--- config.mk ---
export PLATFORM = sky130hd
export DESIGN_NAME = prmcu_uart_tx_arbiter
export DESIGN_NICKNAME = d
export VERILOG_FILES = /design/src/rtl/prmcu_uart_pkg.sv /design/src/rtl/prmcu_rr_arbiter.sv /design/src/rtl/prmcu_uart_tx_arbiter.sv
export SDC_FILE = /design/constraint.sdc
export NUM_CORES = 1
export LEC_CHECK = 0
export CAP_MARGIN = 20
export CELL_PAD_IN_SITES_DETAIL_PLACEMENT = 0
export CELL_PAD_IN_SITES_GLOBAL_PLACEMENT = 1
export CORE_MARGIN = 3
export CORE_UTILIZATION = 33
export DETAILED_ROUTE_END_ITERATION = 16
export PLACE_DENSITY = 0.83
export SLEW_MARGIN = 20
export SYNTH_ARGS = -nofsm -noshare
export SYNTH_HDL_FRONTEND = slang
export SYNTH_SLANG_ARGS = --single-unit
--- constraint.sdc ---
create_clock -name clk -period 3 [get_ports clk]
set_input_delay 0.45 -clock clk [delete_from_list [all_inputs] [get_ports clk]]
set_output_delay 0.45 -clock clk [all_outputs]
set_load 0.005 [all_outputs]
--- src/rtl/prmcu_uart_pkg.sv ---
// Shared types and constants for the UART TX requester arbiter.
// Holds the FSM state encoding and the beat counter helpers.
package prmcu_uart_pkg;

    localparam int DAT_W_DEF = 9;
    localparam int CNT_W     = 8;

    localparam logic [CNT_W-1:0] CNT_MAX = '1;

    typedef enum logic {
        ST_IDLE  = 1'b0,
        ST_BURST = 1'b1
    } arb_state_t;

    function automatic logic [CNT_W-1:0] sat_inc(
        input logic [CNT_W-1:0] v
    );
        return (v == CNT_MAX) ? v : v + CNT_W'(1);
    endfunction

endpackage

--- src/rtl/prmcu_rr_arbiter.sv ---
// Combinational round-robin pick: first set request after last_ptr.
// Produces both a one-hot grant and its binary index.
module prmcu_rr_arbiter #(
    parameter int N_REQ = 4,
    parameter int IDX_W = (N_REQ > 1) ? $clog2(N_REQ) : 1
) (
    input  logic [N_REQ-1:0] req,
    input  logic [IDX_W-1:0] last_ptr,
    output logic [N_REQ-1:0] gnt,
    output logic [IDX_W-1:0] gnt_idx,
    output logic             any
);

    int               k;
    logic [IDX_W-1:0] ki;

    always_comb begin
        gnt     = '0;
        gnt_idx = '0;
        any     = 1'b0;
        k       = 0;
        ki      = '0;
        // Scan starts just past the previous owner, wrapping once.
        for (int i = 1; i <= N_REQ; i++) begin
            k  = (int'(last_ptr) + i) % N_REQ;
            ki = IDX_W'(k);
            if (!any && req[ki]) begin
                any     = 1'b1;
                gnt[ki] = 1'b1;
                gnt_idx = ki;
            end
        end
    end

endmodule

--- src/rtl/prmcu_uart_tx_arbiter.sv ---
// Multiplexes N_REQ burst requesters onto one UART TX beat stream.
// IDLE/BURST FSM, burst counter and data mux; pick is in prmcu_rr_arbiter.
module prmcu_uart_tx_arbiter
    import prmcu_uart_pkg::*;
#(
    parameter int N_REQ = 4,
    parameter int DAT_W = DAT_W_DEF
) (
    input  logic                   clk,
    input  logic                   rst,
    input  logic                   en,
    input  logic [7:0]             max_burst_i,
    input  logic [N_REQ*DAT_W-1:0] req_dat_i,
    input  logic [N_REQ-1:0]       req_vld_i,
    input  logic [N_REQ-1:0]       req_last_i,
    output logic [N_REQ-1:0]       req_rdy_o,
    output logic [DAT_W-1:0]       out_dat_o,
    output logic                   out_vld_o,
    input  logic                   out_rdy_i,
    output logic [N_REQ-1:0]       grant_o,
    output logic                   busy_o
);

    localparam int IDX_W = (N_REQ > 1) ? $clog2(N_REQ) : 1;
    localparam logic [IDX_W-1:0] PTR_RST = IDX_W'(N_REQ - 1);

    arb_state_t       state_q, state_d;
    logic [N_REQ-1:0] grant_q, grant_d;
    logic [IDX_W-1:0] owner_q, owner_d;
    logic [IDX_W-1:0] last_ptr_q, last_ptr_d;
    logic [CNT_W-1:0] cnt_q, cnt_d;
    logic [CNT_W-1:0] max_q, max_d;

    logic [N_REQ-1:0] pick_gnt;
    logic [IDX_W-1:0] pick_idx;
    logic             pick_any;

    logic [DAT_W-1:0] own_dat;
    logic             own_vld;
    logic             own_last;
    logic             live;
    logic             beat_acc;
    logic             cnt_hit;
    logic             burst_end;

    prmcu_rr_arbiter #(
        .N_REQ (N_REQ),
        .IDX_W (IDX_W)
    ) u_rr (
        .req      (req_vld_i),
        .last_ptr (last_ptr_q),
        .gnt      (pick_gnt),
        .gnt_idx  (pick_idx),
        .any      (pick_any)
    );

    always_comb begin
        own_dat  = '0;
        own_vld  = 1'b0;
        own_last = 1'b0;
        for (int k = 0; k < N_REQ; k++) begin
            if (owner_q == IDX_W'(k)) begin
                own_dat  = req_dat_i[k*DAT_W +: DAT_W];
                own_vld  = req_vld_i[k];
                own_last = req_last_i[k];
            end
        end
    end

    // Outputs are forced low while rst is held, even before the edge.
    assign live      = (state_q == ST_BURST) && !rst;
    assign beat_acc  = live && own_vld && out_rdy_i;
    assign cnt_hit   = (max_q != '0) && (sat_inc(cnt_q) == max_q);
    assign burst_end = beat_acc && (own_last || cnt_hit);

    assign busy_o    = live;
    assign grant_o   = live ? grant_q : '0;
    assign out_vld_o = live && own_vld;
    assign out_dat_o = live ? own_dat : '0;
    assign req_rdy_o = (live && out_rdy_i) ? grant_q : '0;

    always_comb begin
        state_d    = state_q;
        grant_d    = grant_q;
        owner_d    = owner_q;
        last_ptr_d = last_ptr_q;
        cnt_d      = cnt_q;
        max_d      = max_q;
        unique case (state_q)
            ST_IDLE: begin
                if (en && pick_any) begin
                    state_d = ST_BURST;
                    grant_d = pick_gnt;
                    owner_d = pick_idx;
                    cnt_d   = '0;
                    max_d   = max_burst_i;
                end
            end
            ST_BURST: begin
                if (beat_acc) begin
                    cnt_d = sat_inc(cnt_q);
                end
                if (burst_end) begin
                    state_d    = ST_IDLE;
                    grant_d    = '0;
                    last_ptr_d = owner_q;
                end
            end
            default: begin
                state_d = ST_IDLE;
                grant_d = '0;
            end
        endcase
    end

    always_ff @(posedge clk) begin
        if (rst) begin
            state_q    <= ST_IDLE;
            grant_q    <= '0;
            owner_q    <= '0;
            last_ptr_q <= PTR_RST;
            cnt_q      <= '0;
            max_q      <= '0;
        end else begin
            state_q    <= state_d;
            grant_q    <= grant_d;
            owner_q    <= owner_d;
            last_ptr_q <= last_ptr_d;
            cnt_q      <= cnt_d;
            max_q      <= max_d;
        end
    end

endmodule
---- Yosys cells after proc, flatten, opt, wreduce, memory -nomap -nowiden ----
Index checks and enable logic that the tools add are counted.
storage, ports and cells
  register bits after elaboration ......... 25
  output and inout bits ................... 19
  word-level logic and storage cells ...... 109
cells by class
  $add $sub $neg .......................... 5
  magnitude comparators ................... 8
  eq/ne operators ......................... 8
  mux-type cells .......................... 53
  bitwise logic cells ..................... 4
  reduce and logical (&&, ||, !) cells .... 25
operators by type and width
  operator             number
  $mux 9               5
  $mux 4               8
  $mux 8               3
  $mux 1               22
  $pmux 8 s2           1
  $logic_and 1x1->1    14
  $lt 2x3->1 const B   4
  $or 4x4->4           3
  $add 8x1->8 const B  1
  $bmux 1 s2           4
  $demux 1 s2          4
  $eq 8x8->1           1
  $eq 8x8->1 const B   1
  $ge 2x1->1 const B   4
  $mux 2               4
  $pmux 4 s2           1
  $reduce_and 2->1     4
  $reduce_bool 8->1    1
  $add 2x1->2 const B  2
  $add 2x2->2 const B  2
  $eq 2x2->1 const B   2
  $logic_not 1->1      4
  $ne 2x1->1 const B   2
  $eq 2x1->1 const B   1
  other kinds (5)      5

---- Depth between registers and ports, before layout ----
  depth in word-level cells ............... 16
  depth in mapped cells ................... 10

---- By module ----
From an unflattened synthesis, not the netlist that was laid out.
second synthesis, totals
  cells, all modules ...................... 331
  area total of the unflattened synthesis .. 2,517.4 um^2
modules (own cells, without submodules)
  module                 times used  cells an instance  area an instance (um^2)  seq. area each (um^2)
  prmcu_uart_tx_arbiter  1           245                1,888.1                  500.5
  prmcu_rr_arbiter       1           86                 629.4                    0.0

---- Worst setup path after synthesis ----
Ideal clock, no wire load.
  kind .................................... reg-to-reg
  start ................................... reg last_ptr_q[0]
  end ..................................... reg owner_q[1]
  setup time .............................. 132 ps
  arrival ................................. 2,537 ps
  slack ................................... 330 ps
  cell stages (with the launch flop) ...... 11
  buffers on the path ..................... 2
  period minus slack after synthesis ...... 2,670 ps
  cells stage by stage .................... dfxtp_1 -> clkbuf_1 -> inv_1 -> ha_1 -> buf_1 -> and3b_1 -> a211oi_1 -> a311oi_1 -> mux2_1 -> o31ai_1 -> a21oi_1
between the ends
  word-level cells in the longest chain between the ends .. 15
  elaborated cells between the ends (all ways) .. 28
RTL lines
  item                          line                          text
  start: declaration            prmcu_uart_tx_arbiter.sv:30   logic [IDX_W-1:0] last_ptr_q, last_ptr_d;
  start signal: assignment      prmcu_uart_tx_arbiter.sv:128  last_ptr_q <= last_ptr_d;
  $add 2x1->2                   prmcu_rr_arbiter.sv:25        k = (int'(last_ptr) + i) % N_REQ;
  $bmux 1 s2                    prmcu_rr_arbiter.sv:27        if (!any && req[ki]) begin
  $mux 1 (not written as such)  prmcu_rr_arbiter.sv:27
  $mux 1                        prmcu_rr_arbiter.sv:27
  $logic_not 1->1               prmcu_rr_arbiter.sv:27
  $logic_and 1x1->1             prmcu_rr_arbiter.sv:27
  $mux 1                        prmcu_rr_arbiter.sv:27
  $logic_not 1->1               prmcu_rr_arbiter.sv:27
  $logic_and 1x1->1             prmcu_rr_arbiter.sv:27
  $mux 1                        prmcu_rr_arbiter.sv:27
  $logic_not 1->1               prmcu_rr_arbiter.sv:27
  $logic_and 1x1->1             prmcu_rr_arbiter.sv:27
  $mux 1                        prmcu_rr_arbiter.sv:27
  $logic_and 1x1->1             prmcu_uart_tx_arbiter.sv:91   if (en && pick_any) begin
  $reduce_and 2->1 (no line)    --
  end signal: assignment        prmcu_uart_tx_arbiter.sv:127  owner_q <= owner_d;
  end: declaration              prmcu_uart_tx_arbiter.sv:29   logic [IDX_W-1:0] owner_q, owner_d;
Several ways; a longest one is shown, not always the timed one. The select of a mux whose other input is x is not followed.
A chain may end at the register's enable or synchronous reset.

---- Worst setup path after layout ----
  start ................................... reg cnt_q[1]
  end ..................................... reg grant_q[1]
between the ends
  word-level cells in the longest chain between the ends .. 8
  elaborated cells between the ends (all ways) .. 9
RTL lines
  item                                              line                          text
  start: declaration                                prmcu_uart_tx_arbiter.sv:31   logic [CNT_W-1:0] cnt_q, cnt_d;
  start signal: assignment                          prmcu_uart_tx_arbiter.sv:129  cnt_q <= cnt_d;
  $add 8x1->8 / $eq 8x8->1 (equally long branches)  prmcu_uart_pkg.sv:18          return (v == CNT_MAX) ? v : v + CNT_W'(1);
  $mux 8 *                                          --
  $eq 8x8->1 *                                      prmcu_uart_tx_arbiter.sv:73   assign cnt_hit = (max_q != '0) && (sat_inc(cnt_q) == max_q);
  $logic_and 1x1->1 *                               prmcu_uart_tx_arbiter.sv:73
  $logic_or 1x1->1 *                                prmcu_uart_tx_arbiter.sv:74   assign burst_end = beat_acc && (own_last || cnt_hit);
  $logic_and 1x1->1 *                               prmcu_uart_tx_arbiter.sv:74
  $ne 2x1->1 (no line) *                            --
  $reduce_and 2->1 (no line) *                      --
  end signal: assignment                            prmcu_uart_tx_arbiter.sv:126  grant_q <= grant_d;
  end: declaration                                  prmcu_uart_tx_arbiter.sv:28   logic [N_REQ-1:0] grant_q, grant_d;
Mark *: on every way between the ends. The rest lies on a longest branch, timed or not.

==> results.md <==
* Metal3 WL at 712 um
* Status: finished, final reports clean
* R2R cell count at 7
* Main synth FF type: dfxtp_1
* Final setup vio count at 0
* Met2 Wirelength at ~2900 um
* Number of top-level pins at 75
* Total congestion overflow at 0
* Residual DRC at 0
* Worst Setup EP: grant_q[1]
* DRT met1 WL at about 2900 um
* Syn Nets at 340
* GPL Wtd Cong at 0.898
* H-tree Lvls at 1
* Yosys reg bits at 25
* Clock Skews at between 0.004 and 0.005 ns
* Post-synthesis sequential area ratio at 22.6%
* Netlist area before placement at 2210 um2
* Min-delay src: max_q[4]
* Slew Viols, Final at 0
* Number of flops mapped to enable cells by yosys at 0
* Final Critical Period at 2.74 ns
* Average wire per standard cell at 15.2 um
* Largest net degree at the start of global routing at 21
* Clock root buffer: clkbuf_8
* FMAX at roughly 370 MHz
* Syn_area_per_cell at between 8 and 9 um2
* Top sig layer: met4
* Routed WL at 6500 um
* First-pass GRT wire length at between 10000 and 15000 um
* Setup_tns at 0 ns
* CTS tree: yes
* Critical Path Fanout Max at 9
* Cells after DPL at between 400 and 500
* WP data required at 3.18 ns
* Starting Density at between 30% and 40%
* Slew @ Worst Pin at approximately 0.67 ns
* Initial DRC count at 220
* Final #Nets at 415
* Hold Violations, Final at 0
* RSZ-0062 raised after global routing: false
* Setup Crit Path Kind: reg2reg
* First-pass iteration count of the detailed router at 4
* Final worst-path cycle share at 91.3%
* CP max stage cell: or4_1
* R2r setup slk at 0.26 ns
* Cell chain of the critical path: ha_1 -> nand4_1 -> nor4_1 -> o21ai_0 -> or4_1 -> o31a_1 -> a31o_1
* Routed vias at roughly 2400
* Initial antenna violation count at 0
* Reg2Reg Launch Point: cnt_q[1]
* Postcts setup bufs at 0
* Power Density at 263 nW/um2
* Worst-path clk slew at ~0.09 ns
* # hold bufs at CTS at 0
* Count of cell types in the netlist at 53
* CP startpoint kind: register
* Resized cells post-CTS at 0
* Pwr Total at 0.824 mW
* Clock Sink Count at 25
* Layout cells sized above 1 at 10.3%
* Gate count of the mapped netlist at 275
* Reg-to-Reg End: grant_q[1]
* Number of port buffers at 74
* Via density at 5.55
* Worst path max stage delay at between 0.4 and 0.5 ns
* Crit. Startpoint: cnt_q[1]
* Die area at ~7700 um2
* Post-synth ARST share at 0%
* Area Growth Syn to Fin at 41.3%
* Post-DP HPWL at 5170 um
* TritonCTS Buffers at 3
* Row count at 29
* Die Wd at ~88 um
* Fin cells at 426
* Warnings, synthesis at 0
* Arr. time, crit path at 2.91 ns
* Crit path capture type: register
* Worst min path class: reg2reg
* N_diodes at 0
* Die Y-Extent at 87.9 um
* P_leak at 1.21 nW
* Max-Cap Viols at 0
* All-Layer GR Usage at ~17%
* Clock Path Buffers at 2
* Worst VDD drop at 0.000181 V
* Vias in the first global route at ~2100
* Core Area at 6420 um2
* Routed Antenna Nets at 0
* Max transition margin at 55.1%
* Worst skew pair latency at 0.27 ns
## cells by family after synthesis
logic type	Yosys count	synth area share (%)
AND/OR/NAND/NOR	117	27.0
XOR/XNOR	6	2.37
flip-flops	25	22.6
multiplexers	19	16.4
AO/OA/AOI/OAI	72	21.2
buffers and inverters	27	5.37
adder cells (fa/ha/maj)	9	5.08
## report_power, final
| part | switching [mW] | leakage [nW] | internal (mW) |
|---|---|---|---|
| Clock | 0.115 | 0.0255 | 0.0932 |
| Sequential | 0.0121 | 0.203 | 0.344 |
| Combinational | 0.104 | 0.986 | 0.155 |
| Total | 0.231 | 1.21 | 0.593 |
## registers in the layout (all words and copies together), names as in the netlist
signal      count
state_q         1
grant_q         4
last_ptr_q      2
owner_q         2
cnt_q           8
max_q           8
## synthesized netlist by cell type (5+ instances only)
master    count  share of area (%)
nand2_1      33                5.6
a21oi_1      29                6.6
dfxtp_1      25                 23
nor2_1       18                3.1
and2_1       15                4.2
clkbuf_1     13                2.2
o21ai_0      12                2.7
mux4_2       11                 11
nand3_1      10                2.3
ha_1          9                5.1
and3_1        8                2.3
nor2b_1       7                2.0
nor4_1        6                1.7
a311oi_1      5                2.0
buf_2         5                1.1
xor2_1        5                2.0
## per-layer routing
layer	up-vias	global-route usage, %
met5	-	0
met4	0	3.35
met3	5	3.86
met2	115	27.5
met1	1066	22.1
li1	1178	-
## worst max-delay path, delay by kind of cell, from the launching register on
kind / cells / cell delay (ns)
AND/OR/NAND/NOR: 3 / 1.00
adder cells (fa/ha/maj): 1 / 0.37
AO/OA/AOI/OAI: 3 / 0.81
flip-flops: 1 / 0.46
## per-stage QoR
step	hold WS, ns	setup WS (ns)	cell area [um2]	util, %
floorplan	0.446	0.330	2210	-
global placement	0.460	0.283	3080	48.0
finish	0.477	0.262	3130	48.7
global route	0.503	0.0678	3130	48.7
CTS	0.476	0.294	3130	48.7
detailed placement	0.464	0.212	3080	48.0
## final cells by class
| type | instances | area (um2) |
|---|---|---|
| clock buffers | 3 | 41.3 |
| repair buffers | 91 | 868 |
| well taps | 77 | 96.3 |
| multi-input cells | 223 | 1600 |
| flip-flops and latches | 25 | 500 |
| fillers | 620 | 3290 |
| inverters | 6 | 22.5 |
| clock inverters | 1 | 5.00 |
## worst min path at each step
stage | to | cells past startpoint | slack, ns
2_1_floorplan | max_q[4] | 2 | 0.45
3_3_place_gp | max_q[4] | 2 | 0.46
3_5_place_dp | max_q[4] | 2 | 0.46
4_1_cts | max_q[4] | 2 | 0.48
5_1_grt | max_q[4] | 2 | 0.50
6_report | max_q[4] | 2 | 0.48
## layout by cell type, fill, tap and decap left out, types with 3 or more instances in the layout
cell / n
inv_1: 4
a222oi_1: 4
nor2b_1: 7
nor2_1: 18
a21oi_1: 29
xor2_1: 5
nor4_1: 6
o21ai_0: 12
mux2i_1: 4
nand3_1: 10
nor3_1: 4
nand2b_1: 3
clkbuf_8: 3
and3_1: 8
nand4_1: 3
dfxtp_1: 25
buf_4: 17
mux4_2: 11
a31o_1: 4
nand2_1: 33
a311oi_1: 5
clkdlybuf4s50_1: 74
ha_1: 9
and2_1: 15
Power figures use the tool's default switching activity.
